`src/rtl/alu_result_stage.sv`:
```
// -----------------------------------------------------------------------------
// alu_result_stage
//
// Execute/writeback boundary sitting directly behind the 32-bit ALU. Results
// are captured into a two-entry skid buffer (head + skid) with a valid/ready
// handshake toward writeback, and the architectural flag register is updated
// at accept time from the ALU flag outputs.
//
// Ports
//   clk, rst_n         clock, asynchronous active-low reset
//   flush              synchronous pipeline flush (beats accept and pop)
//   in_valid/in_ready  upstream handshake; in_ready depends on state only
//   in_result          ALU result
//   in_op_code         opcode that produced in_result (0 / reserved = NOP)
//   in_dest            destination register tag
//   in_flag_we         this op writes the flag register
//   in_flag_*          ALU carry / overflow / parity / negative flags
//   out_valid/ready    downstream handshake toward writeback
//   out_result/op_code/dest   head entry fields
//   flags_q            {zero, neg, parity, overflow, carry}
// -----------------------------------------------------------------------------
module alu_result_stage #(
    parameter int DATA_W = 32,
    parameter int TAG_W  = 5,
    parameter int OP_W   = 5
) (
    input  logic              clk,
    input  logic              rst_n,
    input  logic              flush,
    input  logic              in_valid,
    output logic              in_ready,
    input  logic [DATA_W-1:0] in_result,
    input  logic [OP_W-1:0]   in_op_code,
    input  logic [TAG_W-1:0]  in_dest,
    input  logic              in_flag_we,
    input  logic              in_flag_carry,
    input  logic              in_flag_overflow,
    input  logic              in_flag_parity,
    input  logic              in_flag_neg,
    output logic              out_valid,
    input  logic              out_ready,
    output logic [DATA_W-1:0] out_result,
    output logic [OP_W-1:0]   out_op_code,
    output logic [TAG_W-1:0]  out_dest,
    output logic [4:0]        flags_q
);

    typedef enum logic [1:0] {
        EMPTY = 2'd0,
        ONE   = 2'd1,
        TWO   = 2'd2
    } state_t;

    state_t state_reg, state_next;

    logic [DATA_W-1:0] head_result_reg, skid_result_reg;
    logic [OP_W-1:0]   head_op_reg,     skid_op_reg;
    logic [TAG_W-1:0]  head_dest_reg,   skid_dest_reg;
    logic [4:0]        flags_reg;

    logic op_live;      // opcode produces a real result (not NOP / reserved)
    logic accept;
    logic pop;
    logic enq;          // accepted, live, and not killed by flush
    logic load_head_in;
    logic load_head_skid;
    logic load_skid;
    logic flag_update;

    // Opcode 0, 10..15 and 20..31 carry no result; they complete the
    // handshake but leave the buffer and flags untouched.
    always_comb begin
        op_live = (in_op_code != '0)
               && !((in_op_code >= OP_W'(10)) && (in_op_code <= OP_W'(15)))
               && !(in_op_code >= OP_W'(20));
    end

    assign accept      = in_valid & in_ready;
    assign pop         = out_valid & out_ready;
    assign enq         = accept & op_live & ~flush;
    assign flag_update = enq & in_flag_we;

    // ---------------- state register ----------------
    always_ff @(posedge clk or negedge rst_n) begin
        if (!rst_n) begin
            state_reg <= EMPTY;
        end else begin
            state_reg <= state_next;
        end
    end

    // ---------------- next-state logic ----------------
    always_comb begin
        state_next = state_reg;
        if (flush) begin
            state_next = EMPTY;
        end else begin
            unique case (state_reg)
                EMPTY: if (enq) state_next = ONE;
                ONE: begin
                    if (enq && !pop)      state_next = TWO;
                    else if (!enq && pop) state_next = EMPTY;
                end
                TWO:   if (pop) state_next = ONE;
                default: state_next = EMPTY;
            endcase
        end
    end

    // ---------------- output logic (state only) ----------------
    always_comb begin
        out_valid = (state_reg != EMPTY);
        in_ready  = (state_reg != TWO);
    end

    // Head is written from the input when it is empty or being drained this
    // cycle; otherwise a new entry parks in the skid slot. A pop out of TWO
    // promotes the skid entry to head.
    always_comb begin
        load_head_in   = enq && ((state_reg == EMPTY) || ((state_reg == ONE) && pop));
        load_skid      = enq && (state_reg == ONE) && !pop;
        load_head_skid = !flush && (state_reg == TWO) && pop;
    end

    // ---------------- data path ----------------
    always_ff @(posedge clk or negedge rst_n) begin
        if (!rst_n) begin
            head_result_reg <= '0;
            head_op_reg     <= '0;
            head_dest_reg   <= '0;
            skid_result_reg <= '0;
            skid_op_reg     <= '0;
            skid_dest_reg   <= '0;
        end else begin
            if (load_head_in) begin
                head_result_reg <= in_result;
                head_op_reg     <= in_op_code;
                head_dest_reg   <= in_dest;
            end else if (load_head_skid) begin
                head_result_reg <= skid_result_reg;
                head_op_reg     <= skid_op_reg;
                head_dest_reg   <= skid_dest_reg;
            end
            if (load_skid) begin
                skid_result_reg <= in_result;
                skid_op_reg     <= in_op_code;
                skid_dest_reg   <= in_dest;
            end
        end
    end

    // ---------------- flag register ----------------
    // Updated when the op is accepted, independent of when writeback pops it.
    always_ff @(posedge clk or negedge rst_n) begin
        if (!rst_n) begin
            flags_reg <= 5'b00000;
        end else if (flag_update) begin
            flags_reg <= {(in_result == '0), in_flag_neg, in_flag_parity,
                          in_flag_overflow, in_flag_carry};
        end
    end

    assign out_result  = head_result_reg;
    assign out_op_code = head_op_reg;
    assign out_dest    = head_dest_reg;
    assign flags_q     = flags_reg;

endmodule

```
`config.mk`:
```
export PLATFORM = sky130hd
export DESIGN_NAME = alu_result_stage
export DESIGN_NICKNAME = d
export VERILOG_FILES = /design/src/rtl/alu_result_stage.sv
export SDC_FILE = /design/constraint.sdc
export NUM_CORES = 1
export LEC_CHECK = 0
export CAP_MARGIN = 20
export CELL_PAD_IN_SITES_DETAIL_PLACEMENT = 1
export CELL_PAD_IN_SITES_GLOBAL_PLACEMENT = 1
export CORE_MARGIN = 2
export CORE_UTILIZATION = 41
export CTS_BUF_LIST = sky130_fd_sc_hd__clkbuf_4 sky130_fd_sc_hd__clkbuf_8
export DETAILED_ROUTE_END_ITERATION = 6
export PLACE_DENSITY = 0.93
export SLEW_MARGIN = 30
export SYNTH_ARGS = -nofsm -noshare
export SYNTH_HDL_FRONTEND = slang
export SYNTH_SLANG_ARGS = --single-unit
```
`constraint.sdc`:
```
create_clock -name clk -period 2.4 [get_ports clk]
set_input_delay 0.6 -clock clk [delete_from_list [all_inputs] [get_ports clk]]
set_output_delay 0.6 -clock clk [all_outputs]
set_load 0.02 [all_outputs]
```
==> run metrics, run 1 <==
run status=finished clean; upper clock frequency limit=between 0.4 and 0.5 GHz; clock latency at the later pin of the worst-skew pair=350 ps; Chip Width=104 um; fin crit period=roughly 2400 ps; total global-route track usage=21.1%; cell row count=36; largest family of logic cells by synthesized area=multiplexers; H-tree lvl count=3; number of buffers added by the clock tree synthesis step=9; worst-case clock buffer depth=2; num ports=a little over 100; count of final hold-check violations=0; mux share of post-synthesis cell area=between 10% and 20%; area fraction in and, or, nand and nor cells after synthesis=11.5%; y dimension of the die=104 um; remaining number of nets flagged by the antenna check after routing=0; adder-cell area share of the yosys netlist=0%; FFs w/ async S/R, synth=100%; yosys synthesis warning count=0; Die Area=around 11000 um^2; Hold/Removal Path Class=input pin to asynchronous set/reset pin; Final Slew Violations=0; Synth-to-Final Area Change=36.5%; share of the synthesized area in compound gates (AO/OA/AOI/OAI)=11.9%; clock-pin slew on the worst setup and hold paths=90 ps; residual DRC count=0; clk sink count=91; vias in the first global route=roughly 3300; element type at the critical path end=register; setup repair after global routing missed its margin=no; wire length of the first global-routing pass=18200 um; number of cells after detailed placement=515; Layout Nets=450; combined flip-flop and latch cell area=~2300 um^2; initial cell density of the core=between 40% and 50%; parity-gate share of the synthesized area counting xor and xnor cells=0%; Final Setup Violations=0; Floorplan Core Area=9730 um^2; TritonRoute pass-1 iters=4; post-synthesis instance area=4100 um^2; share of layout cells above drive strength 1=34.0%; worst path arrival time=2610 ps; Worst IR Drop VDD=0.335 mV; Worst Setup Path Type=input pin to register; pwr dens=761 nW/um^2; post-place setup slack=-438 ps; wire length per cell after detailed routing=20.4 um; area occupied by multi-input gates=about 1700 um^2; power after layout=4260 uW; Main synth FF type=sky130_fd_sc_hd__dfrtp_1; syn avg cell area=14.8 um^2; Worst Clk Skew=approximately 8 ps; global placer's final weighted congestion=about 0.83; via count=~2900; final HPWL from detailed placement=7760 um; Distinct cells, synth=32; net count of the mapped netlist=329; final wirelength=11000 um; largest net degree at the start of global routing=45; Crit path required time=2630 ps; input/output buffers=100; Ant. Diodes=0; static power due to leakage=between 0.002 and 0.0025 uW; transition time at the pin with the least slew margin=437 ps; number of flops mapped to enable cells by yosys=0; Critical Path Fanout Max=21; root buffer cell=sky130_fd_sc_hd__clkbuf_8; Vias/cell=5.40; CTS tree=yes; count of placed standard cells in the final layout, fillers left out=536; number of register bits inferred by synthesis=about 90; Initial DRC Count=approximately 140; sequential cell area fraction in the yosys report=55.6%; Startpoint Class=input pin; worst slew margin relative to its limit=70.6%; total congestion overflow=0; number of maximum-capacitance constraint violations=0; cell count after synthesis=277; count of hold buffers inserted by post-cts repair=0; post-route clock period utilization=98.9%; count of fill cells added during filler insertion=roughly 980; initial antenna violation count=0; Setup WS post-layout=26.5 ps
-- Yosys cell counts, drive strengths merged, types with 2 or more instances --
cell | count | area share [%]
dfrtp | 91 | 56
mux2 | 47 | 16
a221o | 42 | 10
and2 | 41 | 7.2
buf | 13 | 3.4
nor4 | 8 | 1.2
clkbuf | 6 | 1.0
nor3 | 4 | 0.49
and3 | 3 | 0.49
o21ai | 3 | 0.37
nand4 | 2 | 0.31
nor2 | 2 | 0.18
or2 | 2 | 0.31
-- worst paths after layout --
| check | depth (start not counted) | slack [ps] | end | startpoint |
|---|---|---|---|---|
| max in group asynchronous | 2 | 1630 | out_result[17] | rst_n |
| worst max register to register | 6 | 500 | out_result[1] | state_reg[1] |
| worst min-delay path | 1 | 110 | skid_dest_reg[0] | rst_n |
| min in group clk | 1 | 510 | skid_result_reg[27] | skid_result_reg[27] |
| worst min register to register | 1 | 510 | skid_result_reg[27] | skid_result_reg[27] |
| worst max-delay path | 6 | 30 | out_result[1] | in_op_code[0] |
-- critical path, stage by stage --
cell and delay [ps]:
sky130_fd_sc_hd__clkdlybuf4s50_1 470, sky130_fd_sc_hd__or4_4 570, sky130_fd_sc_hd__a21o_1 220, sky130_fd_sc_hd__and3_4 220, sky130_fd_sc_hd__buf_12 160, sky130_fd_sc_hd__a221o_1 350
-- cell families (layout without fill, tap and decap cells) --
| family | count (synthesis) | in the layout |
|---|---|---|
| flops | 91 | 91 |
| simple gates | 68 | 68 |
| compound gates | 51 | 51 |
| mux | 47 | 47 |
| buf+inv | 20 | 146 |
-- metal layers --
metal	vias to the layer above	wire (um)	track usage [%]
met1	1502	4710	26.7
met2	92	5690	37.5
met5	-	0	0
met4	0	75	4.15
met3	8	472	4.26
li1	1290	-	-
-- timing repair --
action	4_1_cts	5_1_grt
setup buffers	2	3
pin swaps	1	1
resized for setup	3	1
endpoints found under the setup margin	82	32
-- cell usage in the layout (no fill, tap or decap), types with 7 or more instances in the layout --
master,instances
sky130_fd_sc_hd__mux2_2,8
sky130_fd_sc_hd__clkbuf_8,9
sky130_fd_sc_hd__nor4_1,8
sky130_fd_sc_hd__buf_4,23
sky130_fd_sc_hd__and2_1,9
sky130_fd_sc_hd__and2_2,32
sky130_fd_sc_hd__dfrtp_1,91
sky130_fd_sc_hd__mux2_4,39
sky130_fd_sc_hd__clkdlybuf4s50_1,99
sky130_fd_sc_hd__buf_12,7
sky130_fd_sc_hd__a221o_1,41
-- final cells by class --
class,count,area share [%]
clock buffer,11,2.48
inverter,1,0.0671
sequential,91,40.7
tap,133,2.97
timing repair buffer,129,23.3
clock inverter,5,0.693
multi-input combinational,166,29.8
-- where the power goes --
part           internal [uW]  switching, uW  leakage (uW)
logic                    728            521       0.00122
clock network            404            556     0.0000790
registers               1850            201       0.00117
total                   2980           1280       0.00247
-- per-stage QoR --
| stage | setup TNS [ps] | utilization (%) | area (um^2) | hold WS (ps) |
|---|---|---|---|---|
| 3_5_place_dp | -35090 | 55.1 | 5360 | 487 |
| 3_3_place_gp | -29880 | 55.1 | 5360 | 480 |
| 6_report | 0 | 57.5 | 5600 | 107 |
| 2_1_floorplan | 0 | - | 4100 | 304 |
| 5_1_grt | 0 | 57.5 | 5600 | 97.3 |
| 4_1_cts | 0 | 57.2 | 5570 | 92.5 |
Power figures use the tool's default switching activity.
==> run 2: changes to the inputs <==
CAP_MARGIN = 40   (was 20)
==> results of run 2 <==
No change in the layout: final DEF, timing and power equal those of run 1.
==> run 3: changes to the inputs <==
CORE_ASPECT_RATIO = 1.4   (was default)
CORE_UTILIZATION = 40   (was 41)
CTS_BUF_LIST = default   (was sky130_fd_sc_hd__clkbuf_4 sky130_fd_sc_hd__clkbuf_8)
PLACE_DENSITY = 0.92   (was 0.93)
==> run metrics, run 3 (same netlist as run 1, synthesis figures left out) <==
run status=finished clean; critical path cell sequence=clkdlybuf4s50_1 > or4_4 > a21o_1 > and3_4 > buf_4 > a221o_1; initial cell density of the core=41.2% (-0.95 points); final wirelength=10900 um (-0.47%); commonest cells after routing, fill and taps aside=sky130_fd_sc_hd__clkdlybuf4s50_1 (99), sky130_fd_sc_hd__dfrtp_1 (91), sky130_fd_sc_hd__a221o_1 (41); Final Setup Violations=0 (unchanged); total global-route track usage=21.2% (+0.13 points); Floorplan Core Area=9950 um^2 (+2.3%); Critical R2R Capture=skid_dest_reg[1]; Final Slew Violations=0 (unchanged); wire length per cell after detailed routing=20.4 um (-0.10%); clock latency at the later pin of the worst-skew pair=340 ps (about the same); post-route clock period utilization=98.3% (-0.59 points); residual DRC count=0 (unchanged); Slowest cell on crit path=sky130_fd_sc_hd__or4_4; num ports=101 (unchanged); upper clock frequency limit=0.424 GHz (+0.60%); Die Area=11100 um^2 (+2.5%); number of maximum-capacitance constraint violations=0 (unchanged); fin crit period=2360 ps (-14.1 ps); Crit path required time=2620 ps (about the same); Worst Clk Skew=7.55 ps (-0.589 ps); Setup WS post-layout=40.6 ps (+14.1 ps); H-tree lvl count=3 (unchanged); setup repair after global routing missed its margin=no; count of final hold-check violations=0 (unchanged); clock-pin slew on the worst setup and hold paths=70 ps (-20 ps); vias in the first global route=3342 (-0.21%); cell row count=43 (+19%); share of layout cells above drive strength 1=33.3% (-0.66 points); share of the core filled with cells=56.9% (-0.57 points); element type at the critical path end=register; count of hold buffers inserted by post-cts repair=0 (unchanged); worst path arrival time=2580 ps (-30 ps); clk sink count=91 (unchanged); largest net degree at the start of global routing=55 (+22%); transition time at the pin with the least slew margin=519 ps (+82.3 ps); remaining number of nets flagged by the antenna check after routing=0 (unchanged); Worst IR Drop VDD=0.472 mV (+41%); CP Buf/Inv Count=2 (unchanged); Synth-to-Final Area Change=38.3%; post-place setup slack=-422 ps (+15.3 ps); input/output buffers=100 (unchanged); Startpoint Class=input pin; worst reg2reg path startpoint=state_reg[1]; Hold/Removal Path Class=input pin to asynchronous set/reset pin; root buffer cell=sky130_fd_sc_hd__clkbuf_16; total congestion overflow=0 (unchanged); setup TNS=0 ps (unchanged); initial antenna violation count=0 (unchanged); Critical Path Fanout Max=9 (-57%); static power due to leakage=0.00250 uW (+1.3%); TritonRoute pass-1 iters=4 (unchanged); flop-to-flop setup slack=490 ps (about the same); y dimension of the die=124 um (+19%); global placer's final weighted congestion=0.736 (-11%); pwr dens=819 nW/um^2 (+7.6%); Vias/cell=5.26 (-2.5%); Worst Setup Path Type=input pin to register; via count=2810 (-2.8%); CTS tree=yes; Crit path largest cell delay=560 ps (about the same); worst-case clock buffer depth=2 (unchanged); Layout Nets=446 (-0.89%); leading cell type in the layout, fill and taps excluded=sky130_fd_sc_hd__clkdlybuf4s50_1; final HPWL from detailed placement=8010 um (+3.2%); worst slew margin relative to its limit=65.4% (-5.2 points); wire length of the first global-routing pass=17600 um (-3.4%); number of buffers added by the clock tree synthesis step=9 (unchanged); Ant. Diodes=0 (unchanged); Initial DRC Count=98 (-27%); logic depth of the worst register-to-register path=5 (-1); Worst path top cell family by delay=simple AND/OR/NAND/NOR gates; Chip Width=89.6 um (-14%)
run 3: worst max path at each step:
stage	startpoint	end	slack, ps	cells after the start
after floorplan	in_op_code[0]	out_dest[0]	170	6
after global placement	in_op_code[0]	out_result[11]	-290	6
after detailed placement	in_op_code[1]	flags_q[4]	-420	6
after CTS	in_op_code[0]	out_result[6]	5	6
after global routing	in_op_code[0]	out_result[6]	6	6
final	in_op_code[0]	out_result[6]	40	6
run 3: repair_timing:
| item | 4_1_cts | 5_1_grt |
|---|---|---|
| pin swaps | 0 | 1 |
| buffers inserted | 0 | 1 |
| endpoints found under the setup margin | 18 | 73 |
| resized for setup | 3 | 3 |
run 3: layout make-up:
cell class / count / area, um^2
clock buffer: 10 / 239
clock inverter: 6 / 47.5
fill: 988 / 4290
inverter: 1 / 3.75
multi-input combinational: 166 / 1670
sequential: 91 / 2280
tap: 135 / 169
timing repair buffer: 125 / 1260
run 3: report_power, final:
group	switching, uW	internal (uW)
sequential	194	1850
clock	609	739
combinational	525	725
total	1330	3310
run 3: metal layers:
layer / vias up / share of wire (%) / track usage (%) / wire length [um]
met3: 16 / 3.3 / 2.85 / 356
li1: 1278 / - / - / -
met2: 73 / 56 / 39.2 / 6160
met4: 0 / 2.1 / 8.30 / 231
met5: - / 0 / 0 / 0
met1: 1443 / 38 / 24.1 / 4150
run 3: stage by stage:
stage	hold WS (ps)	power [uW]	area, um^2	instances
after floorplan	304	2650	4100	277
after global placement	482	3240	5350	517
after detailed placement	487	3320	5350	517
after CTS	241	4690	5660	533
after global routing	260	4860	5670	534
final	221	4640	5670	534
